[config.mk]
export PLATFORM = sky130hd
export DESIGN_NAME = rf_write_arbiter
export DESIGN_NICKNAME = d
export VERILOG_FILES = /design/src/rtl/rf_write_arbiter.sv
export SDC_FILE = /design/constraint.sdc
export NUM_CORES = 1
export LEC_CHECK = 0
export CAP_MARGIN = 10
export CORE_MARGIN = 2
export CORE_UTILIZATION = 44
export DETAILED_ROUTE_END_ITERATION = 8
export PLACE_DENSITY_LB_ADDON = 0.2
export SYNTH_ARGS = -nofsm -noshare
export SYNTH_HDL_FRONTEND = slang
export SYNTH_SLANG_ARGS = --single-unit
[constraint.sdc]
create_clock -name clk -period 4.1 [get_ports clk]
set_input_delay 0.615 -clock clk [delete_from_list [all_inputs] [get_ports clk]]
set_output_delay 0.615 -clock clk [all_outputs]
set_load 0.05 [all_outputs]
[src/rtl/rf_write_arbiter.sv]
// rf_write_arbiter
//
// Arbitrates the register file's single write port between the in-order
// writeback stage (primary, always wins) and long-latency producers such as
// the MDU (secondary). Secondary results wait in a small FIFO and drain on
// cycles the primary leaves the port idle. A busy scoreboard tracks
// registers with outstanding long-latency results so decode can stall.
//
// Optional feature: define RF_ARB_STARVE_EN to enable the starvation guard,
// which raises stall_req after STARVE_LIMIT consecutive cycles in which the
// FIFO head was denied the port. With it undefined, stall_req is tied low.
//
// Parameters
//   DEPTH         secondary FIFO entries (power of two, 2..8)
//   STARVE_LIMIT  denied cycles before stall_req asserts (1..15)
//
// Ports
//   clk, rst                  clock, synchronous active-high reset
//   wb_valid/addr/data/pc     primary write request (addr 0 = idle)
//   lu_valid/addr/data/pc     secondary write request, lu_ready = accept
//   issue_valid, issue_addr   long op issued; marks destination busy
//   query_addr1/2, busy1/2    decode scoreboard lookups
//   rf_write_enable/addr/data, rf_curr_pc   register file write port
//   stall_req                 asks the pipeline for a writeback bubble

module rf_write_arbiter #(
    parameter int DEPTH        = 2,
    parameter int STARVE_LIMIT = 4
) (
    input  logic        clk,
    input  logic        rst,

    input  logic        wb_valid,
    input  logic [4:0]  wb_addr,
    input  logic [31:0] wb_data,
    input  logic [31:0] wb_pc,

    input  logic        lu_valid,
    output logic        lu_ready,
    input  logic [4:0]  lu_addr,
    input  logic [31:0] lu_data,
    input  logic [31:0] lu_pc,

    input  logic        issue_valid,
    input  logic [4:0]  issue_addr,

    input  logic [4:0]  query_addr1,
    input  logic [4:0]  query_addr2,
    output logic        busy1,
    output logic        busy2,

    output logic        rf_write_enable,
    output logic [4:0]  rf_write_addr,
    output logic [31:0] rf_write_data,
    output logic [31:0] rf_curr_pc,

    output logic        stall_req
);

    localparam int AW = (DEPTH > 1) ? $clog2(DEPTH) : 1;

    if (DEPTH < 2 || DEPTH > 8 || (DEPTH & (DEPTH - 1)) != 0) begin : g_bad_depth
        $error("rf_write_arbiter: DEPTH must be a power of two in 2..8");
    end
    if (STARVE_LIMIT < 1 || STARVE_LIMIT > 15) begin : g_bad_limit
        $error("rf_write_arbiter: STARVE_LIMIT must be in 1..15");
    end

    // ------------------------------------------------------------------
    // Secondary FIFO
    // ------------------------------------------------------------------
    logic [4:0]  fifo_addr [DEPTH];
    logic [31:0] fifo_data [DEPTH];
    logic [31:0] fifo_pc   [DEPTH];
    logic [AW-1:0] wr_ptr;
    logic [AW-1:0] rd_ptr;
    logic [AW:0]   count;

    logic fifo_empty;
    logic fifo_full;
    logic head_valid;
    logic primary_active;
    logic push;
    logic pop;

    assign fifo_empty     = (count == '0);
    assign fifo_full      = (count == (AW+1)'(DEPTH));
    // Queued entries are invisible during reset; they are discarded at the edge.
    assign head_valid     = !fifo_empty && !rst;
    assign primary_active = wb_valid && (wb_addr != 5'd0);

    // No pass-through when full: a pop in the same cycle does not free a slot.
    assign lu_ready = !fifo_full && !rst;
    // Writes to r0 are accepted for handshake purposes but never stored.
    assign push     = lu_valid && lu_ready && (lu_addr != 5'd0);
    assign pop      = head_valid && !primary_active;

    always_ff @(posedge clk) begin
        if (rst) begin
            wr_ptr <= '0;
            rd_ptr <= '0;
            count  <= '0;
        end else begin
            if (push) begin
                wr_ptr <= wr_ptr + 1'b1;
            end
            if (pop) begin
                rd_ptr <= rd_ptr + 1'b1;
            end
            case ({push, pop})
                2'b10:   count <= count + 1'b1;
                2'b01:   count <= count - 1'b1;
                default: count <= count;
            endcase
        end
    end

    // Storage carries no reset; validity is tracked by count alone.
    always_ff @(posedge clk) begin
        if (push) begin
            fifo_addr[wr_ptr] <= lu_addr;
            fifo_data[wr_ptr] <= lu_data;
            fifo_pc[wr_ptr]   <= lu_pc;
        end
    end

    // ------------------------------------------------------------------
    // Write port select
    // ------------------------------------------------------------------
    always_comb begin
        rf_write_enable = 1'b0;
        rf_write_addr   = 5'd0;
        rf_write_data   = 32'd0;
        rf_curr_pc      = 32'd0;
        if (primary_active) begin
            rf_write_enable = 1'b1;
            rf_write_addr   = wb_addr;
            rf_write_data   = wb_data;
            rf_curr_pc      = wb_pc;
        end else if (head_valid) begin
            rf_write_enable = 1'b1;
            rf_write_addr   = fifo_addr[rd_ptr];
            rf_write_data   = fifo_data[rd_ptr];
            rf_curr_pc      = fifo_pc[rd_ptr];
        end
    end

    // ------------------------------------------------------------------
    // Busy scoreboard
    // ------------------------------------------------------------------
    logic [31:1] busy;
    logic [31:1] set_mask;
    logic [31:1] clr_mask;
    logic [31:0] busy_vec;

    always_comb begin
        set_mask = '0;
        clr_mask = '0;
        if (issue_valid && issue_addr != 5'd0) begin
            set_mask[issue_addr] = 1'b1;
        end
        if (pop && fifo_addr[rd_ptr] != 5'd0) begin
            clr_mask[fifo_addr[rd_ptr]] = 1'b1;
        end
    end

    // OR-ing the set mask after the clear makes a same-edge set win.
    always_ff @(posedge clk) begin
        if (rst) begin
            busy <= '0;
        end else begin
            busy <= (busy & ~clr_mask) | set_mask;
        end
    end

    assign busy_vec = {busy, 1'b0};
    assign busy1    = busy_vec[query_addr1] && !rst;
    assign busy2    = busy_vec[query_addr2] && !rst;

    // ------------------------------------------------------------------
    // Starvation guard
    // ------------------------------------------------------------------
`ifdef RF_ARB_STARVE_EN
    logic [3:0] starve_cnt;
    logic [3:0] starve_cnt_next;
    logic       stall_q;

    always_comb begin
        starve_cnt_next = starve_cnt;
        if (fifo_empty || pop) begin
            starve_cnt_next = 4'd0;
        end else if (primary_active) begin
            starve_cnt_next = (starve_cnt == 4'hF) ? 4'hF : starve_cnt + 4'd1;
        end
    end

    // The compare is registered against the next count so stall_req tracks
    // the stored counter without a combinational path from wb_valid.
    always_ff @(posedge clk) begin
        if (rst) begin
            starve_cnt <= 4'd0;
            stall_q    <= 1'b0;
        end else begin
            starve_cnt <= starve_cnt_next;
            stall_q    <= (starve_cnt_next >= 4'(STARVE_LIMIT));
        end
    end

    assign stall_req = stall_q && !rst;
`else
    assign stall_req = 1'b0;
`endif

endmodule
---- Word-level counts from Yosys, hierarchy flattened ----
Memories as Yosys holds them, arrays and structs flattened. A register that Yosys moved wholly into a read port is not among the register bits.
Index checks and enable logic that the tools add are counted.
storage, ports and cells
  word-level logic and storage cells ...... 72
  memories ................................ 3
  register bits ........................... 35
  memory bits (writable) .................. 138
  output and inout bits ................... 74
  bits of input ports ..................... 158
memory list
  memory     words  width  read ports  clocked after memory_dff  wr ports  line  text
  fifo_data  2      32     1           1                         1         73    logic [31:0] fifo_data [DEPTH];
  fifo_pc    2      32     1           1                         1         74    logic [31:0] fifo_pc [DEPTH];
  fifo_addr  2      5      1           1                         1         72    logic [4:0] fifo_addr [DEPTH];
operators by class
  reductions and logical operators ........ 22
  mux-type cells .......................... 27
  eq/ne operators ......................... 3
  $lt $le $gt $ge ......................... 6
  bitwise gates (word level) .............. 3
  add/sub/neg operators ................... 4
operators by type and width
  cell                                                                          number
  32-bit 2-to-1 mux                                                             4
  31-bit 2-to-1 mux                                                             2
  31-bit AND                                                                    1
  31-bit NOT                                                                    1
  31-bit bitwise OR                                                             1
  5-bit by 6-bit less-than comparator with 1-bit output, second input constant  4
  5-bit nonzero test                                                            4
  1-bit 2-to-1 mux                                                              14
  1-bit logical AND                                                             12
  1-bit binary-select mux with 5-bit select                                     2
  1-bit demux with 5-bit select                                                 2
  5-bit by 1-bit >= comparator with 1-bit output, second input constant         2
  5-bit 2-to-1 mux                                                              2
  2-bit equality test, second input constant                                    2
  1-bit logical NOT                                                             4
  2-bit one-hot mux with 2 select lines                                         1
  1-bit adder, second input constant                                            2
  2-bit by 1-bit adder with 2-bit output, second input constant                 1
  2-bit by 1-bit equality test with 1-bit output, second input constant         1
  2-bit logical NOT                                                             1
  2-bit nonzero test                                                            1
  2-bit by 1-bit subtractor with 2-bit output, second input constant            1

---- Depth between registers and ports, before layout ----
Gate-level depths: netlist of run 1.
  depth in word-level cells ............... 9
  depth in mapped cells ................... 9

---- Least setup slack after synthesis of run 1 ----
No wires, ideal clock.
  path type ............................... input port to flip-flop
  start point ............................. input port rst
  end point ............................... memory fifo_addr[1][0], enable pin
  stages .................................. 4
  buffers on the path ..................... 1
  slack ................................... -1174 ps
  data arrival time ....................... 4777 ps
  cell sequence ........................... clkbuf_1 a21oi_1 nand3_1 nor2_1
between the ends
  cells in the longest elaborated chain, start to end .. 6
ends and longest elaborated chain
  what                                    line  text
  start: declaration                      31    input logic rst,
  1-bit logical NOT                       93    assign lu_ready = !fifo_full && !rst;
  1-bit logical AND                       93
  named net lu_ready                      39    output logic lu_ready,
  1-bit logical AND (2 in series)         95    assign push = lu_valid && lu_ready && (lu_addr != 5'd0);
  1-bit 2-to-1 mux                        120   if (push) begin
  1-bit 2-to-1 mux (not written as such)  121   fifo_addr[wr_ptr] <= lu_addr;
  end: declaration                        72
The timed path passes the listed nets, and every way through them passes these cells.

---- Worst setup path in the final report of run 1 ----
  start point ............................. input port wb_addr[0]
  end point ............................... output port rf_write_data[8]
between the ends
  cells in the longest elaborated chain, start to end .. 3
ends and longest elaborated chain
  what                line  text
  start: declaration  34    input logic [4:0] wb_addr,
  5-bit nonzero test  90    assign primary_active = wb_valid && (wb_addr != 5'd0);
  1-bit logical AND   90
  32-bit 2-to-1 mux   135   if (primary_active) begin
  end: declaration    54    output logic [31:0] rf_write_data,
Every way passes these cells.

==> results.txt, run 1 <==
The design draws 4.64 mW. Total of flip-flops plus latches after synthesis: 174. The logs give 8150 sq um for the summed instance area of the synthesized netlist and 11900 sq um for the final instance area.

Total negative slack: 0 ps. Wires add up to 22700 um. The floorplan has 49 rows. For this run, design rule violations remaining after detail routing come to 5.

Detailed placement finished with a half-perimeter wire length of 16600 um. In the final routed layout, each cell accounts on average for 20.4 um. The Yosys step of the flow raised 0 warnings.

Path type of the worst setup path: in2out. The tools report the hold violation count in the final report as 0. The repair_antennas step left the layout with diodes totalling 0. The library cell used most frequently in the layout, excluding fill and tap cells, is sky130_fd_sc_hd__clkdlybuf4s50_1.

Setup repair after global routing left no endpoint under its margin. Buffers added to address setup during post-CTS repair amount to 0. The top cell types in the final layout, fill and taps aside, are 157 x sky130_fd_sc_hd__clkdlybuf4s50_1, 138 x sky130_fd_sc_hd__edfxtp_1, 80 x sky130_fd_sc_hd__nand2_1, 71 x sky130_fd_sc_hd__mux2i_1, 69 x sky130_fd_sc_hd__buf_12. For this design, the sink count on the clock tree is 174.

The flow ran to the end, but the final reports show violations. The largest fanout on the critical path works out to 56. The final reports fail on design-rule violations. The floorplan step defined a die boundary enclosing 19600 sq um. In the final layout, flip-flops and latches occupy 4870 sq um. The maximum single-stage delay on the critical path works out to 570 ps. Of the post-synthesis cell area, the part taken by muxes is 11.8%.

The run gives 818 as the synthesized net count. The number of filler instances in the final layout came out at 1287. The synthesized design contains 138 enable-type register cells. The run gives 17 as the clock buffer count from CTS.

STA classifies the critical path endpoint as a primary output. The share of synthesized registers carrying an async set or reset was 0%. The first detailed-routing pass took 7 iterations. The netlist uses 55 different library cells.

Setup violations remaining at the end of the flow were counted as 0. Data on the critical path is required at its endpoint by 3480 ps. Across every metal layer, demand over resource in global routing totals 23.3%. The tightest min-delay check is of the reg2reg type.

The actual transition at the worst max-transition pin works out to 1060 ps. The average cell area after synthesis works out to 12.4 sq um. The clock transition time at the flip-flop clock pins of the worst setup and hold paths was 60 ps. STA classifies the critical path startpoint as an input pin. The count of buffers from port buffering was 230; the remaining global-route overflow was 0. The largest individual stage delay along the critical path comes from the cell sky130_fd_sc_hd__or4_1. The tools report the final critical-path setup slack as 391 ps. The kind of cell with the highest combined delay on the critical path was buffers and inverters. Worst path arrival time: 3090 ps.

The initial antenna violation count is 1. The final critical-path required period works out to 3710 ps. The post-synthesis to final-layout area growth was 46.2%; the vertical extent of the die was 140 um. In this run the number of H-tree levels came out at 4.

The leading register cell type out of synthesis was sky130_fd_sc_hd__edfxtp_1. Counting both buffers and inverters, the worst setup path holds a total of 3. The share of the yosys chip area belonging to registers was 59.7%.

Max-cap violations in this run came to 0. The maximum VDD drop is 312 uV. The cell sitting at the root of the clock tree is a sky130_fd_sc_hd__clkbuf_16.

OpenSTA, run right after detailed placement, puts the worst setup slack at 414 ps. Total cell area at the placement stage: 11300 sq um. The share of the clock period used by the worst path was 90.5%. The run gives 2960 sq um as the multi-input logic area. After technology mapping, the gate count stands at 659. The logs give 0 for the final max-slew violation count and 6546 for the via count of the first global-routing pass.

The analysis attributes to cell leakage a power of 3.94 nW. Entering global routing, the biggest net connects 62 pins. Summing the areas of all compound-gate instances in the mapped netlist gives 13.3% of the synthesized area. The simple logic cell fraction of the synthesized area was 10.5%.

In the final layout, the share of cells above drive strength 1 is 15.7%. Summing the areas of all fa, ha and maj instances in the mapped netlist gives 0.154% of the synthesized area. Summing the areas of all xor and xnor instances in the mapped netlist gives 0.215% of the synthesized area. The run gives 35200 um as the global-route wire length before repair. The weighted congestion at the end of routability-driven global placement was 0.841; the count of hold-fix buffers inserted at cts was 0. Timing would allow up to 270 MHz.

The detail route stage leaves a number of antenna-violating nets equal to 0. The tools report the core region area as 18100 sq um. 232 I/O pins were placed. Number of nets in the final layout: 1030.

Headroom to the max-slew limit: 29.5%. The effective utilization at floorplan is 45.0%, and the number of gates resized after CTS is 0. Counting along the longest clock path gives a buffer depth of 2. By area, the combinational part of the netlist is dominated by compound AO/OA/AOI/OAI gates. The post-detailed-route via-to-cell ratio was 5.76. Dividing total power by cell area gives a power density of 389 nW/um^2. The signal on the critical path passes through clkdlybuf4s50_1, or4_1, o21a_4, buf_4, o31ai_1, buf_12. The floorplan step set the die width to 140 um. The starting DRC count in detailed routing was 481; the source-to-sink clock delay at the later pin of the worst-skew pair was 420 ps.

On the final layout, the worst clock skew is 9.64 ps. The routed layout has 6400 vias. TritonCTS built the clock tree.
## registers in the layout, summed over array words and instances, names as in the netlist, named ones only
name / count
fifo_data: 64
fifo_pc: 64
busy: 31
fifo_addr: 10
count: 2
rd_ptr: 1
wr_ptr: 1
## power by group
| part | total [mW] | internal (mW) | switching [mW] |
|---|---|---|---|
| Sequential | 2.01 | 1.97 | 0.0392 |
| Combinational | 1.02 | 0.463 | 0.555 |
| Clock | 1.61 | 0.954 | 0.653 |
## cell usage after synthesis (4+ instances only)
cell | instances | area share, %
sky130_fd_sc_hd__nand3_1 | 4 | 0.25
sky130_fd_sc_hd__nand2_1 | 80 | 3.7
sky130_fd_sc_hd__clkbuf_1 | 24 | 1.1
sky130_fd_sc_hd__o32ai_1 | 21 | 2.3
sky130_fd_sc_hd__edfxtp_1 | 138 | 51
sky130_fd_sc_hd__nor2_1 | 30 | 1.4
sky130_fd_sc_hd__o21ai_0 | 10 | 0.61
sky130_fd_sc_hd__nand3b_1 | 5 | 0.46
sky130_fd_sc_hd__inv_1 | 30 | 1.4
sky130_fd_sc_hd__a21oi_1 | 9 | 0.55
sky130_fd_sc_hd__nor4_1 | 21 | 1.6
sky130_fd_sc_hd__o2111ai_1 | 6 | 0.65
sky130_fd_sc_hd__mux2i_1 | 71 | 8.7
sky130_fd_sc_hd__a211oi_1 | 9 | 0.83
sky130_fd_sc_hd__dfxtp_1 | 36 | 8.8
sky130_fd_sc_hd__mux4_2 | 10 | 2.8
sky130_fd_sc_hd__o31ai_1 | 67 | 6.2
sky130_fd_sc_hd__or3b_2 | 4 | 0.43
sky130_fd_sc_hd__buf_2 | 20 | 1.2
## final cells by class
class / instances / area share [%]
inverter: 30 / 0.945
timing repair buffer: 244 / 25.9
sequential: 174 / 40.9
clock inverter: 14 / 1.41
clock buffer: 17 / 3.57
multi-input combinational: 404 / 24.9
tap: 229 / 2.41
## cells by family (layout without fill, tap and decap cells)
| group | Yosys count | count (layout) |
|---|---|---|
| AOI/OAI and AO/OA | 144 | 144 |
| buffers and inverters | 81 | 305 |
| adders and majority gates | 1 | 1 |
| other | 1 | 1 |
| xor gates and xnor gates | 2 | 2 |
| and+or+nand+nor | 173 | 173 |
| muxes | 83 | 83 |
| DFF | 174 | 174 |
## worst paths after layout
path,from,to,slack [ps],depth (start not counted)
worst max register to register,flop,busy[30],1670,4
worst min register to register,busy[19],busy[19],490,2
worst max-delay path,wb_addr[0],rf_write_data[8],390,6
worst min-delay path,busy[19],busy[19],490,2
## metal layers
metal  share of wire [%]  global-route usage (%)  wire length (um)
met5                   0                       0                 0
met4                 2.3                    7.39               516
met3                 7.3                    7.35              1650
met2                  51                    40.2             11700
met1                  39                    28.1              8880
## through the flow
stage	util (%)	hold WS (ps)	cells
6_report	65.9	491	1112
5_1_grt	65.9	512	1112
4_1_cts	65.9	490	1112
3_5_place_dp	62.6	480	1081
3_3_place_gp	62.6	470	1081
2_1_floorplan	-	454	659
## tightest hold or removal path: stages, from the launching register on
cell	delay (ps)
sky130_fd_sc_hd__dfxtp_1	320
sky130_fd_sc_hd__inv_1	50
sky130_fd_sc_hd__o32ai_1	70
(Power assumes the default switching activity.)
==> run 2: changes to the inputs <==
--- a/config.mk
+++ b/config.mk
@@ -9,7 +9,7 @@
 export CORE_MARGIN = 2
 export CORE_UTILIZATION = 44
 export DETAILED_ROUTE_END_ITERATION = 8
-export PLACE_DENSITY_LB_ADDON = 0.2
+export PLACE_DENSITY = 0.75
 export SYNTH_ARGS = -nofsm -noshare
 export SYNTH_HDL_FRONTEND = slang
 export SYNTH_SLANG_ARGS = --single-unit
==> results.txt, run 2 (same netlist as run 1, synthesis figures left out) <==
The number of buffers inserted by post-CTS setup repair was 0 (unchanged). Setup repair after global routing left no endpoint under its margin. The clock buffer count from CTS was 17 (unchanged).

The run gives 0 (unchanged) as the final number of setup-violating endpoints. The setup path with the least slack is of type in2out. For the worst-case clock skew, the log shows 8.55 ps (-1.09 ps).

The DRC violation count after routing was 5 (unchanged); the global-route wire length before repair was 34600 um (-1.7%). The cell leakage power was 3.97 nW (+0.65%); the number of cells on the worst hold path was 2 (unchanged). The total I/O pin count was 232 (unchanged). The area of the die is 19600 sq um (unchanged), and the total routing usage reported by global routing is 22.9% (-0.40 points). The run gives 2 (unchanged) as the worst-case clock buffer depth.

The tools report the capturing point of the worst reg2reg path as busy[19]. The share of the clock period used by the worst path works out to 86.2% (-4.2 points). The run gives 12000 sq um (+0.52%) as the final instance area.

In the layout the commonest cells are 158 x sky130_fd_sc_hd__clkdlybuf4s50_1, 138 x sky130_fd_sc_hd__edfxtp_1, 80 x sky130_fd_sc_hd__nand2_1, 72 x sky130_fd_sc_hd__buf_12, 71 x sky130_fd_sc_hd__mux2i_1. The tools report the number of nets in the final layout as 1027 (-0.29%). The tools report the via count of the first global-routing pass as 6472 (-1.1%).

The core region area is 18100 sq um (unchanged), and the routed wirelength normalized by instance count is 20.1 um (-1.8%). Power per cell area: 396 nW/um^2 (+1.7%). The combined flip-flop and latch cell area came out at 4870 sq um (unchanged).

For hold timing, the worst endpoint is busy[10]. The largest fanout on the critical path works out to 51 (-8.9%). The logs give 0 (unchanged) for the final max-slew violation count and 34.4% (+5.0 points) for the headroom to the max-slew limit.

The upper clock frequency limit was 283 MHz (+4.9%); the weighted congestion at the end of routability-driven global placement was 0.818 (-2.8%). TritonCTS built the clock tree. Clock transition time at the flip-flop clock pins of the worst setup and hold paths: 60 ps (about the same). The tools report the kind of end point of the critical path as a primary output. The post-detailed-placement half-perimeter wirelength came out at 15700 um (-5.2%).

The run finished, with violations left. The remaining global-route overflow was 0 (unchanged). In this run the most critical hold path is launched from busy[10].

The number of maximum-capacitance constraint violations was 0 (unchanged); the maximum VDD drop was 318 uV (+1.7%). The run gives 22300 um (-1.9%) as the detailed-route wire length. The post-detailed-route via-to-cell ratio came out at 5.72 (-0.69%). The worst path arrival time was 2920 ps (-170 ps).

The final reports fail on design-rule violations. The largest registers in the layout are fifo_data: 64 flops, fifo_pc: 64 flops, busy: 31 flops. The count of buffers from port buffering was 230 (unchanged).

The count of buffer and inverter cells on the critical path is 3 (unchanged), and the number of cells traversed by the worst register-to-register path is 4 (unchanged). The register-to-register setup slack came out at 1860 ps (+190 ps). The post-synthesis to final-layout area growth came out at 47.0%.

For the source-to-sink clock delay at the later pin of the worst-skew pair, the log shows 420 ps (about the same). Vertical extent of the die: 140 um (unchanged). The share of final-layout standard cells stronger than drive strength 1 was 15.8% (+0.036 points). The required time of the critical path was 3480 ps (about the same). Library cell appearing most often on the critical path: sky130_fd_sc_hd__buf_12. The actual transition at the worst max-transition pin was 983 ps (-74.6 ps).

The final critical-path required period is 3530 ps (-174 ps), and the hold violation count in the final report is 0 (unchanged). The run gives 0 ps (unchanged) as the total negative slack. Clock tree synthesis selected as its root buffer the cell sky130_fd_sc_hd__clkbuf_16.

The maximum single-stage delay on the critical path works out to 560 ps (about the same). Among all stages on the critical path, the largest delay is contributed by sky130_fd_sc_hd__or4_1. The tools report the multi-input logic area as 2960 sq um (unchanged). The horizontal die dimension came out at 140 um (unchanged). The tools report the pin count of the biggest net entering global routing as 70 (+13%).

Leaving out fill and tap cells, the most frequent cell in the layout is sky130_fd_sc_hd__clkdlybuf4s50_1. The tools report the via count as 6350 (-0.78%). The initial antenna violation count is 2 (+1). The final cell count without fillers is 1111 (-0.090%), and the total clock sinks is 174 (unchanged). The effective utilization at floorplan is 45.0% (unchanged). The number of filler instances in the final layout is 1278 (-0.70%). The total iterations of the first detailed-routing run was 9 (+2). The startpoint kind of the worst setup timing path is an input pin. The count of hold-fix buffers inserted at cts came out at 0 (unchanged). The tightest min-delay check is of the reg2reg type. The logs give 49 (unchanged) for the standard-cell row count and 1078 (-0.28%) for the total instance count after detailed placement. Traced cell by cell, the critical path runs through clkdlybuf4s50_1, or4_1, o21a_4, buf_12, o31ai_1, buf_12. The total number of H-tree levels is 4 (unchanged), and the number of nets still failing antenna checks after routing is 0 (unchanged). In this design, the largest share of critical-path delay is due to buffers and inverters. The number of gates resized after CTS is 0 (unchanged), and the total cell area at the placement stage is 11300 sq um (+0.15%).

The starting DRC count in detailed routing was 519 (+7.9%).
-- run 2: cell count changes in the layout (fill, tap and decap cells not counted), moves of 2 or more --
cell / change
sky130_fd_sc_hd__clkinv_1: -3
sky130_fd_sc_hd__buf_4: -7
sky130_fd_sc_hd__clkinv_2: +2
sky130_fd_sc_hd__clkinvlp_4: -2
sky130_fd_sc_hd__buf_12: +3
-- run 2: layout make-up --
cell class,count,area share (%)
Antenna cell,1,0.0209
Clock buffer,17,3.55
Clock inverter,15,1.76
Inverter,30,0.941
Multi-Input combinational cell,404,24.7
Sequential cell,174,40.7
Tap cell,229,2.39
Timing Repair Buffer,241,25.9
-- run 2: worst register-to-register path, cell delays in order (launching register included) --
cell and delay, ps:
sky130_fd_sc_hd__dfxtp_4 760, sky130_fd_sc_hd__nor2b_1 190, sky130_fd_sc_hd__a32oi_1 780, sky130_fd_sc_hd__nor4_1 140, sky130_fd_sc_hd__o32ai_1 270
-- run 2: where the power goes --
group          total, mW  internal (mW)  switching, mW  leakage [nW]
clock               1.72           1.03          0.684         0.310
combinational       1.02          0.466          0.552          2.10
sequential          2.01           1.97         0.0358          1.56
-- run 2: stage by stage --
step	hold slack, ps	setup slack [ps]	utilization [%]	total power, mW
floorplan	454	393	-	2.54
finish	490	565	66.2	4.74
global placement	476	624	62.7	3.05
CTS	498	553	66.2	4.77
global route	512	444	66.2	4.90
detailed placement	486	564	62.7	3.06
-- run 2: per-layer routing --
metal	wire length, um	track usage, %
met5	0	0
met4	291	5.53
met3	2190	9.20
met2	11500	39.9
met1	8340	26.7
-- run 2: how the worst max path moves through the flow --
| stage | startpoint | end | slack (ps) | depth (start not counted) |
|---|---|---|---|---|
| after detailed placement | wb_addr[0] | rf_write_data[19] | 560 | 6 |
| after global placement | wb_addr[0] | rf_curr_pc[9] | 620 | 6 |
| after floorplan | query_addr1[0] | busy1 | 390 | 5 |
| after CTS | wb_addr[0] | rf_curr_pc[9] | 550 | 6 |
| after global routing | wb_addr[3] | rf_curr_pc[9] | 440 | 6 |
| final | wb_addr[0] | rf_curr_pc[9] | 570 | 6 |
